### config.mk
export PLATFORM = sky130hd
export DESIGN_NAME = rbus_line_responder_flat
export DESIGN_NICKNAME = d
export VERILOG_FILES = /design/src/rtl/rbus_pkg.sv /design/src/rtl/rbus_line_responder_if.sv /design/src/rtl/rbus_line_responder.sv /design/src/flat_wrapper.sv
export SDC_FILE = /design/constraint.sdc
export NUM_CORES = 1
export LEC_CHECK = 0
export ABC_AREA = 1
export CAP_MARGIN = 30
export CORE_MARGIN = 2
export CORE_UTILIZATION = 47
export CTS_CLUSTER_DIAMETER = 200
export DETAILED_ROUTE_END_ITERATION = 12
export GPL_ROUTABILITY_DRIVEN = 0
export GPL_TIMING_DRIVEN = 0
export PLACE_DENSITY = 0.78
export REMOVE_ABC_BUFFERS = 1
export SLEW_MARGIN = 0
export SYNTH_ARGS = -nofsm -noshare
export SYNTH_HDL_FRONTEND = slang
export SYNTH_SLANG_ARGS = --single-unit
### constraint.sdc
create_clock -name cpu_clk -period 9.15 [get_ports cpu_clk]
set_clock_uncertainty 0.05 [all_clocks]
set_input_delay 1.83 -clock cpu_clk [delete_from_list [all_inputs] [get_ports cpu_clk]]
set_output_delay 1.83 -clock cpu_clk [all_outputs]
set_load 0.005 [all_outputs]
### src/rtl/rbus_pkg.sv
// Shared definitions for the instruction read bus: line geometry, the
// responder's state encoding and its base response latency.
package rbus_pkg;

  localparam int BLK_LEN  = 4;                  // words per line
  localparam int LANE_W   = 32;                 // bits per word lane
  localparam int LINE_W   = BLK_LEN * LANE_W;   // bits per returned line
  localparam int RBUS_LAT = 6;                  // request-to-rvalid cycles, excluding wait cycles

  localparam logic [2:0] ST_IDLE  = 3'd0;
  localparam logic [2:0] ST_WAIT  = 3'd1;
  localparam logic [2:0] ST_READ  = 3'd2;
  localparam logic [2:0] ST_DRAIN = 3'd3;
  localparam logic [2:0] ST_RESP  = 3'd4;

  typedef enum logic [2:0] {
    S_IDLE  = ST_IDLE,
    S_WAIT  = ST_WAIT,
    S_READ  = ST_READ,
    S_DRAIN = ST_DRAIN,
    S_RESP  = ST_RESP
  } rbus_state_e;

endpackage

### src/rtl/rbus_line_responder_if.sv
// Instruction read bus between the ICache/uncached fetch path (master)
// and the memory-side line responder (slave).
interface rbus_line_responder_if;
  import rbus_pkg::*;

  logic                mem_rrdy;
  logic [BLK_LEN-1:0]  mem_ren;
  logic [31:0]         mem_raddr;
  logic                mem_rvalid;
  logic [LINE_W-1:0]   mem_rdata;

  modport master (
    input  mem_rrdy, mem_rvalid, mem_rdata,
    output mem_ren, mem_raddr
  );

  modport slave (
    output mem_rrdy, mem_rvalid, mem_rdata,
    input  mem_ren, mem_raddr
  );

endinterface

### src/rtl/rbus_line_responder.sv
// Memory-side responder: accepts one block-read at a time, walks four
// consecutive RAM words (optionally after a fixed wait), and returns them
// as a single registered 128-bit line with a one-cycle rvalid pulse.
module rbus_line_responder #(
  parameter int ADDR_W      = 14,
  parameter int WAIT_CYCLES = 0,
  parameter int BLK_LEN     = rbus_pkg::BLK_LEN
) (
  input  logic                      cpu_clk,
  input  logic                      cpu_rst,
  rbus_line_responder_if.slave      bus,
  output logic                      ram_en,
  output logic [ADDR_W-1:0]         ram_addr,
  input  logic [rbus_pkg::LANE_W-1:0] ram_rdata
);
  import rbus_pkg::*;

  rbus_state_e                      state;
  logic [7:0]                       wait_cnt;
  logic [1:0]                       lane;
  logic [ADDR_W-1:0]                base;
  logic [BLK_LEN-1:0]               mask;
  logic [BLK_LEN-2:0][LANE_W-1:0]   lane_buf;
  logic [1:0]                       prev_lane;
  logic [LANE_W-1:0]                cap_word;
  logic                             unused_raddr;

  // Byte offset and address bits above the RAM range play no part.
  assign unused_raddr = ^{bus.mem_raddr[31:ADDR_W+2], bus.mem_raddr[1:0]};

  // RAM data arriving now belongs to the lane addressed one cycle earlier;
  // in DRAIN that is the last lane. Masked-off lanes are forced to zero.
  assign prev_lane = (state == S_DRAIN) ? 2'(BLK_LEN - 1) : lane - 2'd1;
  assign cap_word  = mask[prev_lane] ? ram_rdata : '0;

  // Request FSM with registered bus and RAM outputs.
  always_ff @(posedge cpu_clk or posedge cpu_rst) begin
    if (cpu_rst) begin
      state          <= S_IDLE;
      wait_cnt       <= '0;
      lane           <= '0;
      base           <= '0;
      mask           <= '0;
      lane_buf       <= '0;
      ram_en         <= 1'b0;
      ram_addr       <= '0;
      bus.mem_rrdy   <= 1'b1;
      bus.mem_rvalid <= 1'b0;
      bus.mem_rdata  <= '0;
    end else begin
      bus.mem_rvalid <= 1'b0;
      case (state)
        S_IDLE: begin
          if (bus.mem_ren != '0) begin
            base         <= bus.mem_raddr[ADDR_W+1:2];
            mask         <= bus.mem_ren;
            lane         <= '0;
            bus.mem_rrdy <= 1'b0;
            if (WAIT_CYCLES > 0) begin
              state    <= S_WAIT;
              wait_cnt <= 8'(WAIT_CYCLES - 1);
            end else begin
              // Lane 0 address goes out in the very next cycle.
              state    <= S_READ;
              ram_en   <= bus.mem_ren[0];
              ram_addr <= bus.mem_raddr[ADDR_W+1:2];
            end
          end
        end
        S_WAIT: begin
          if (wait_cnt == '0) begin
            state    <= S_READ;
            ram_en   <= mask[0];
            ram_addr <= base;
          end else begin
            wait_cnt <= wait_cnt - 8'd1;
          end
        end
        S_READ: begin
          if (lane != '0)
            lane_buf[prev_lane] <= cap_word;
          if (lane == 2'(BLK_LEN - 1)) begin
            state  <= S_DRAIN;
            ram_en <= 1'b0;
          end else begin
            // Address wraps silently at the top of the RAM.
            lane     <= lane + 2'd1;
            ram_en   <= mask[lane + 2'd1];
            ram_addr <= base + ADDR_W'(lane) + ADDR_W'(1);
          end
        end
        S_DRAIN: begin
          bus.mem_rdata  <= {cap_word, lane_buf};
          bus.mem_rvalid <= 1'b1;
          state          <= S_RESP;
        end
        S_RESP: begin
          bus.mem_rrdy <= 1'b1;
          lane         <= '0;
          state        <= S_IDLE;
        end
        default: state <= S_IDLE;
      endcase
    end
  end

endmodule

### src/flat_wrapper.sv
// flat-port wrapper written by rule: the top's interface ports become plain ports
module rbus_line_responder_flat import rbus_pkg::*;
#(
  parameter int ADDR_W      = 14,
  parameter int WAIT_CYCLES = 0,
  parameter int BLK_LEN     = rbus_pkg::BLK_LEN
)
  (cpu_clk, cpu_rst, ram_en, ram_addr, ram_rdata, bus_mem_rrdy, bus_mem_rvalid, bus_mem_rdata, bus_mem_ren, bus_mem_raddr);
  rbus_line_responder_if bus_i ();
  input  logic cpu_clk;
  input  logic cpu_rst;
  output logic ram_en;
  output logic [ADDR_W-1:0] ram_addr;
  input  logic [rbus_pkg::LANE_W-1:0] ram_rdata;
  output wire logic [$bits(bus_i.mem_rrdy)-1:0] bus_mem_rrdy;
  output wire logic [$bits(bus_i.mem_rvalid)-1:0] bus_mem_rvalid;
  output wire logic [$bits(bus_i.mem_rdata)-1:0] bus_mem_rdata;
  input wire logic [$bits(bus_i.mem_ren)-1:0] bus_mem_ren;
  input wire logic [$bits(bus_i.mem_raddr)-1:0] bus_mem_raddr;
  assign bus_mem_rrdy = bus_i.mem_rrdy;
  assign bus_mem_rvalid = bus_i.mem_rvalid;
  assign bus_mem_rdata = bus_i.mem_rdata;
  assign bus_i.mem_ren = bus_mem_ren;
  assign bus_i.mem_raddr = bus_mem_raddr;
  rbus_line_responder #(.ADDR_W(ADDR_W), .WAIT_CYCLES(WAIT_CYCLES), .BLK_LEN(BLK_LEN)) u_core (.cpu_clk(cpu_clk), .cpu_rst(cpu_rst), .bus(bus_i), .ram_en(ram_en), .ram_addr(ram_addr), .ram_rdata(ram_rdata));
endmodule
# [Word-level counts from Yosys, hierarchy flattened]
# Cells that the tools add are included.
[totals] register_bits=272 in_bits=70 output_inout_bits=145 wordCells=74
[classes] n_addsub=5 magnitude_cmp=3 eq_ne=9 muxes=27 bitwise=1 n_reduce_logical=16
[op_table] operator="$bwmux 96" n=1
[op_table] operator="$demux 32 s2" n=1
[op_table] operator="$mux 32" n=2
[op_table] operator="$mux 14" n=3
[op_table] operator="$pmux 14 s3" n=1
[op_table] operator="$add 14x1->14 const B" n=1
[op_table] operator="$add 14x2->14" n=1
[op_table] operator="$pmux 3 s4" n=1
[op_table] operator="$mux 3" n=3
[op_table] operator="$reduce_and 3->1" n=3
[op_table] operator="$logic_not 8->1" n=1
[op_table] operator="$reduce_and 2->1" n=4
[op_table] operator="$sub 8x1->8 const B" n=1
[op_table] operator="$mux 1" n=7
[op_table] operator="$eq 3x2->1 const B" n=2
[op_table] operator="$lt 2x3->1 const B" n=2
[op_table] operator="$mux 2" n=3
[op_table] operator="$ne 2x1->1 const B" n=3
[op_table] operator="$pmux 2 s3" n=1
[op_table] operator="$reduce_bool 3->1" n=2
[op_table] operator="$bmux 1 s2" n=2
[op_table] operator="$reduce_and 4->1" n=1
[op_table] operator="$reduce_bool 2->1" n=2
[op_table] operator="$reduce_bool 4->1" n=1
[op_table] operator="other kinds (12)" n=12

# [Logic depth before layout (Yosys ltp)]
# Gate-level depths: netlist of run 1.
[logic_depth] depth_word=7 ltp_mapped=13 ltp_nobuf=12

# [Worst setup path after synthesis of run 1]
# Ideal clock, no wire load.
[synth_path] path_type="input -> register" start="input bus_mem_ren[3]" end="register u_core.ram_addr[10]" setup_time_ps=66 t_arrival_ps=2670 t_required_ps=9034 path_slack_ps=6365 path_stages=8 n_path_buf=1 cell_sequence="nor2_1 > nand2_1 > nor2_1 > nor2_1 > nand3_2 > clkbuf_1 > nand2_1 > nand2_1"
[synth_via] elab_chain_cells=3
[synth_rtl] item="from (decl)" line_no="flat_wrapper.sv:18" source="input wire logic [$bits(bus_i.mem_ren)-1:0] bus_mem_ren;"
[synth_rtl] item="$reduce_bool 4->1" line_no="rbus_line_responder.sv:54" source="if (bus.mem_ren != '0) begin"
[synth_rtl] item="$ne 2x1->1 (no line)"
[synth_rtl] item="$reduce_and 4->1 (no line)"
[synth_rtl] item="to (signal assigned)" line_no="rbus_line_responder.sv:66" source="ram_addr <= bus.mem_raddr[ADDR_W+1:2];"
[synth_rtl] item="to (signal assigned)" line_no="rbus_line_responder.sv:74" source="ram_addr <= base;"
[synth_rtl] item="to (signal assigned)" line_no="rbus_line_responder.sv:89" source="ram_addr <= base + ADDR_W'(lane) + ADDR_W'(1);"
[synth_rtl] item="to (decl)" line_no="rbus_line_responder.sv:13" source="output logic [ADDR_W-1:0] ram_addr,"
# No other way between the ends.
# A chain may end at the register's enable or synchronous reset.

# [Worst setup path after layout of run 1]
[layout_path] start="register u_core.bus.mem_rrdy" end="output bus_mem_rrdy"
[layout_lines] item="from (decl)" line_no="rbus_line_responder_if.sv:18" source="output mem_rrdy, mem_rvalid, mem_rdata,"
[layout_lines] item="from (signal assigned)" line_no="rbus_line_responder.sv:47" source="bus.mem_rrdy <= 1'b1;"
[layout_lines] item="from (signal assigned)" line_no="rbus_line_responder.sv:58" source="bus.mem_rrdy <= 1'b0;"
[layout_lines] item="from (signal assigned)" line_no="rbus_line_responder.sv:98" source="bus.mem_rrdy <= 1'b1;"
[layout_lines] item="to (decl)" line_no="flat_wrapper.sv:15" source="output wire logic [$bits(bus_i.mem_rrdy)-1:0] bus_mem_rrdy;"
# No word-level cell between the ends.

==> impl_results.md, run 1 <==
- Switching Power: approximately 2 mW
- # setup viols final: 0
- Initial antenna violation count: 0
- Fmax: ~0.29 GHz
- Startpoint types: register
- Fin crit period: 3.42 ns
- Least-Margin Pin Slew: 0.962 ns
- Register area share after synthesis: between 60% and 70%
- Clock Sink Count: around 270
- VDD IR max: roughly 0.28 mV
- Die W: between 150 and 200 um
- Post-CTS Setup Inserts: 0
- Tot GR Track Use: about a fifth
- Synth Register Bits: ~270
- MaxCap Viol Count: 0
- Avg Vias per Cell: approximately 4.9
- Critical path endpoint category: output port
- Post-Syn Area: around 0.011 sq mm
- Most frequent cells in the layout: nand2_1, dfrtp_1, clkdlybuf4s50_1, inv_1, o21ai_0
- Core Region: 0.0234 sq mm
- Worst r2r path cells: 8
- Internal: approximately 3.3 mW
- RSZ-0062 raised after global routing: false
- Clock Tree Buf Depth: 3
- Wire length per cell: ~14 um
- CP peak stage delay: 0.53 ns
- Power share of the clock group: 20.8%
- Final hold violations: 0
- Worst min path class: register to register
- Clk_lat worst skew: between 0.5 and 0.6 ns
- Root Buffer: clkbuf_16
- DRC violation count after routing: 0
- CP required: about 7.3 ns
- Routed Antenna Nets: 0
- CP arrival: between 1.5 and 2 ns
- PnR worst setup slack: 5.73 ns
- Remaining global-route overflow: 0
- Mapped Cells: between 1000 and 1500
- Most common cell after layout, fill and taps aside: nand2_1
- Initial Util: a little under half
- Final Cell Area: 0.0145 sq mm
- Combinational share of power: 43.0%
- Port bufs: between 150 and 200
- Flop pwr share: between 30% and 40%
- Num ports: approximately 220
- Hpwl dp: between 15000 and 20000 um
- Post-Place Cell Area: ~0.014 sq mm
- Final #Nets: between 1500 and 2000
- Reg clk slew, reported paths: about 0.06 ns
- Die area: ~0.025 sq mm
- Switch share: a little under two fifths
- Setup WS pre-CTS: roughly 5.4 ns
- Max transition margin: ~36%
- Setup TNS: 0 ns
- Detailed Route Iter0 Violations: 697
- Gates resized, CTS repair: 0
- Vias: slightly below 9000
- Wire length of the first global-routing pass: between 40000 and 50000 um
- Hold Path Depth: 2
- CTS Hold Bufs: 0
- Number of global-route vias before repair: ~8400
- CTS tree: built
- Outcome: finished, final reports clean
- Area grow syn2layout: 29.9%
- Pins over their slew limit: 0
- Worst path buffer plus inverter count: 1
- Power Density: between 300 and 400 mW/mm^2
- Post-Syn Area per Cell: 8.74 sq um
- Worst path slowest cell: dfstp_2
- Yosys warning total: 0
- H-tree levels: 1
- Critical path cell sequence: clkdlybuf4s50_1
- 1st-pass router iterations: 5
- N_diodes: 0
- Largest net degree at the start of global routing: 99
- Layout cells sized above 1: 4.94%
- Cts bufs inserted: 27
- Unique masters post-synth: 28
- CP max FO: 2
- # rows: 56
- WP depth: 1
- Critical path type: register to output port
- Crit share post-route: between 30% and 40%
- Top delay family on crit path: flip-flops
- Routed WL: ~26000 um
- Die Y: 158 um
- Leakage power: around 7.0 nW
state kept, by name, indices dropped and copies added (netlist names):
name / flops
u_core.ram_en: 1
u_core.ram_addr: 14
u_core.bus.mem_rdata: 128
u_core.lane: 2
u_core.base: 14
u_core.lane_buf: 96
u_core.bus.mem_rvalid: 1
u_core.state: 3
u_core.bus.mem_rrdy: 1
u_core.mask: 4
u_core.wait_cnt: 8
cells by family (layout without fill, tap and decap cells):
logic type / count (synthesis) / in the layout / synth area share [%]
adders and majority gates: 7 / 7 / 0.853
DFF: 272 / 272 / 61.0
and+or+nand+nor: 505 / 505 / 17.8
buffers and inverters: 233 / 434 / 8.11
AOI/OAI and AO/OA: 252 / 252 / 11.6
xor gates and xnor gates: 7 / 7 / 0.550
cell usage after synthesis (all sizes together):
cell | count | area share, %
dfstp | 1 | 0.24
xor2 | 5 | 0.39
nand3 | 24 | 1.2
o22ai | 2 | 0.11
inv | 174 | 5.9
fa | 1 | 0.18
buf | 28 | 1.2
nand3b | 1 | 0.067
xnor2 | 2 | 0.16
clkinv | 1 | 0.034
nor3 | 3 | 0.44
a22oi | 10 | 0.67
ha | 6 | 0.67
nand4 | 3 | 0.17
nor2 | 60 | 2.0
a21oi | 9 | 0.40
o211ai | 1 | 0.067
clkbuf | 30 | 1.0
dfrtp | 271 | 61
or2 | 1 | 0.056
nand2 | 413 | 14
o21ai | 230 | 10
final cells by class:
type | instances | area, sq um
Inverter | 175 | 664
Timing Repair Buffer | 210 | 2270
Clock buffer | 33 | 728
Sequential cell | 272 | 6810
Tap cell | 319 | 399
Fill cell | 1969 | 8920
Clock inverter | 16 | 160
Multi-Input combinational cell | 771 | 3460
power groups by stage:
| stage | Clock [mW] | Combinational (mW) | Sequential (mW) |
|---|---|---|---|
| after floorplan | 0 | 1.18 | 1.91 |
| after global placement | 0 | 2.13 | 1.92 |
| after detailed placement | 0 | 2.27 | 1.93 |
| after CTS | 1.12 | 2.29 | 1.91 |
| after global routing | 1.18 | 2.55 | 1.96 |
| final | 1.10 | 2.27 | 1.91 |
final timing paths:
kind                                                start  slack, ns                   endpoint
worst max-delay path                  u_core.bus.mem_rrdy       5.73               bus_mem_rrdy
worst min-delay path            u_core.bus.mem_rdata[126]       0.43  u_core.bus.mem_rdata[126]
worst max register to register             u_core.lane[0]       6.24        u_core.lane_buf[22]
worst min register to register  u_core.bus.mem_rdata[126]       0.43  u_core.bus.mem_rdata[126]
max in group asynchronous                         cpu_rst       6.40   u_core.bus.mem_rdata[25]
min in group asynchronous                         cpu_rst       1.78         u_core.ram_addr[3]
metrics by stage:
step                std cells  hold WS [ns]  power, mW  utilization (%)
floorplan                1218         0.394       3.09                -
global placement         1733         0.411       4.05             56.7
detailed placement       1747         0.414       4.20             58.1
CTS                      1796         0.431       5.33             61.9
global route             1796         0.447       5.69             61.9
finish                   1796         0.425       5.28             61.9
routing by layer:
metal  vias up  GRT usage (%)  wire length, um
met4         0           4.03              371
met1      4175           28.9            11700
li1       4334              -                -
met2       261           34.7            12200
met5         -              0                0
met3        30           3.59             1680
Power figures use the tool's default switching activity.
==> inputs of run 2 (changes only) <==
==> constraint.sdc (replaced) <==
create_clock -name cpu_clk -period 2.79 [get_ports cpu_clk]
set_clock_uncertainty 0.05 [all_clocks]
set_input_delay 0.558 -clock cpu_clk [delete_from_list [all_inputs] [get_ports cpu_clk]]
set_output_delay 0.558 -clock cpu_clk [all_outputs]
set_load 0.005 [all_outputs]
==> impl_results.md, run 2 (synthesized netlist as in run 1, its figures left out) <==
- Top delay family on crit path: simple AND/OR/NAND/NOR gates
- Final Cell Area: 0.0146 sq mm (+0.49%)
- CP max FO: 32 (+30)
- Pins over their slew limit: 0 (unchanged)
- Vias: 8836 (+0.41%)
- Biggest regs: u_core.bus.mem_rdata x128, u_core.lane_buf x96
- Wire length per cell: 14.5 um (-0.13%)
- Die Y: 158 um (unchanged)
- Remaining global-route overflow: 0 (unchanged)
- CP required: 3.17 ns (-4.10 ns)
- Leakage power: 6.98 nW (+0.28%)
- Initial Util: 47.7% (unchanged)
- Dpl cells: 1747 (unchanged)
- Most common cell after layout, fill and taps aside: nand2_1
- CP peak stage delay: 0.57 ns (+0.04 ns)
- Critical path endpoint category: register
- Fin cells: 1800 (+0.22%)
- Root Buffer: clkbuf_16
- # setup viols final: 0 (unchanged)
- Max transition margin: 47.5% (+12 points)
- Reg clk slew, reported paths: 0.06 ns (about the same)
- Num ports: 215 (unchanged)
- Clock Sink Count: 272 (unchanged)
- Initial antenna violation count: 0 (unchanged)
- Area grow syn2layout: 30.5%
- MaxCap Viol Count: 0 (unchanged)
- Final #Nets: 1538 (+0.26%)
- Worst path buffer plus inverter count: 2 (+1)
- Met1 Track Usage GR: 28.9% (unchanged)
- VDD IR max: 0.954 mV (+240%)
- CTS tree: built
- Grt met3 use: 3.59% (unchanged)
- Power Density: 1200 mW/mm^2 (+230%)
- Critical path cell sequence: inv_1 -> ha_1 -> nand2_2 -> inv_1 -> nand2_1 -> nand2_4 -> nor2_1 -> nand2_1 -> o21ai_1
- Core Region: 0.0234 sq mm (unchanged)
- CTS Hold Bufs: 0 (unchanged)
- RSZ-0062 raised after global routing: false
- GR peak layer: met2
- Most frequent cells in the layout: nand2_1, dfrtp_1, clkdlybuf4s50_1, inv_1, o21ai_0
- # rows: 56 (unchanged)
- Number of flip-flops in the largest register: 128 (unchanged)
- Detailed Route Iter0 Violations: 690 (-1.0%)
- Crit share post-route: between 90% and 100%
- Largest Register: u_core.bus.mem_rdata
- Routed WL: 26000 um (about the same)
- Startpoint types: register
- FF-to-FF setup slack: 0.20 ns (-6.04 ns)
- Die area: 0.0250 sq mm (unchanged)
- H-tree levels: 1 (unchanged)
- N_diodes: 0 (unchanged)
- Worst min path class: register to register
- Fmax: 0.386 GHz
- Hpwl dp: 17700 um (unchanged)
- Largest net degree at the start of global routing: 99 (unchanged)
- Port bufs: 196 (unchanged)
- Number of global-route vias before repair: 8450 (+0.012%)
- Layout cells sized above 1: 5.47% (+0.53 points)
- Routed Antenna Nets: 0 (unchanged)
- Fin crit period: around 2.6 ns
- Met2 usage in global routing: 34.8% (about the same)
- Final hold violations: 0 (unchanged)
- DRC violation count after routing: 0 (unchanged)
- Tot GR Track Use: 20.8% (about the same)
- Cts bufs inserted: 27 (unchanged)
- Least-Margin Pin Slew: 0.786 ns (-0.175 ns)
- Clk_lat worst skew: 0.51 ns (about the same)
- Wire length of the first global-routing pass: 42100 um (about the same)
- Worst path slowest cell: dfrtp_1
- Outcome: finished, final reports clean
- Critical path type: register to register
- Die W: 158 um (unchanged)
- CP arrival: 2.97 ns (+1.43 ns)
- Clock Tree Buf Depth: 3 (unchanged)
- 1st-pass router iterations: 7 (+2)
- Avg Vias per Cell: 4.91 (+0.19%)
- Post-Place Cell Area: 0.0136 sq mm (unchanged)
[run 2: cell types whose count changed in the layout (fill, tap and decap cells not counted), sizes merged]
| cell | change |
|---|---|
| buf | +4 |
| clkinvlp | +1 |
| inv | -1 |
[run 2: routing by layer]
metal | up-vias | routed length (um) | part of all wire [%]
li1 | 4339 | - | -
met1 | 4214 | 11800 | 45
met2 | 255 | 12300 | 47
met3 | 28 | 1570 | 6.0
met4 | 0 | 358 | 1.4
met5 | - | 0 | 0
[run 2: power by group]
group          total (mW)  switching [mW]  leakage (nW)  internal [mW]
sequential           6.27           0.777          3.51           5.50
combinational        7.57            4.38          3.03           3.19
clock                3.59            1.46         0.444           2.13
total                17.4            6.62          6.98           10.8
[run 2: through the flow]
| stage | worst slack (ns) | TNS (ns) | hold slack (ns) | power [mW] | util (%) |
|---|---|---|---|---|---|
| floorplan | -5.31 | -2119.90 | 0.394 | 10.1 | - |
| global placement | -8.57 | -3708.99 | 0.411 | 13.2 | 56.7 |
| detailed placement | -0.136 | -2.06 | 0.414 | 13.8 | 58.1 |
| CTS | 0.0253 | 0 | 0.431 | 17.5 | 61.9 |
| global route | 0.0116 | 0 | 0.447 | 18.8 | 62.2 |
| finish | 0.200 | 0 | 0.425 | 17.4 | 62.2 |
[run 2: repair_timing]
action / CTS / global route
gates resized for setup: 1 / 4
buffers inserted: 1 / 3
endpoints found under the setup margin: 45 / 42
pin swaps: 1 / 2
[run 2: worst reg2reg max path, delay by kind of cell, from the launching register on]
| kind | cells | cell delay, ns |
|---|---|---|
| buffers and inverters | 2 | 0.33 |
| adders and majority gates | 1 | 0.36 |
| and+or+nand+nor | 5 | 1.09 |
| AOI/OAI and AO/OA | 1 | 0.10 |
| DFF | 1 | 0.57 |
[run 2: area by class of cell]
class                   instances  area (sq um)
well taps                     319           399
multi-input cells             771          3470
clock inverters                16           160
clock buffers                  33           728
repair buffers                214          2320
fillers                      1961          8850
flip-flops and latches        272          6810
inverters                     175           668
[run 2: final timing paths]
| path | from | to | cells past startpoint |
|---|---|---|---|
| max | u_core.lane[0] | u_core.lane_buf[29] | 9 |
| min | u_core.bus.mem_rdata[126] | u_core.bus.mem_rdata[126] | 2 |
| max reg2reg | u_core.lane[0] | u_core.lane_buf[29] | 9 |
| min reg2reg | u_core.bus.mem_rdata[126] | u_core.bus.mem_rdata[126] | 2 |
| max in group asynchronous | cpu_rst | u_core.bus.mem_rdata[26] | 3 |
| min in group asynchronous | cpu_rst | u_core.ram_addr[12] | 2 |
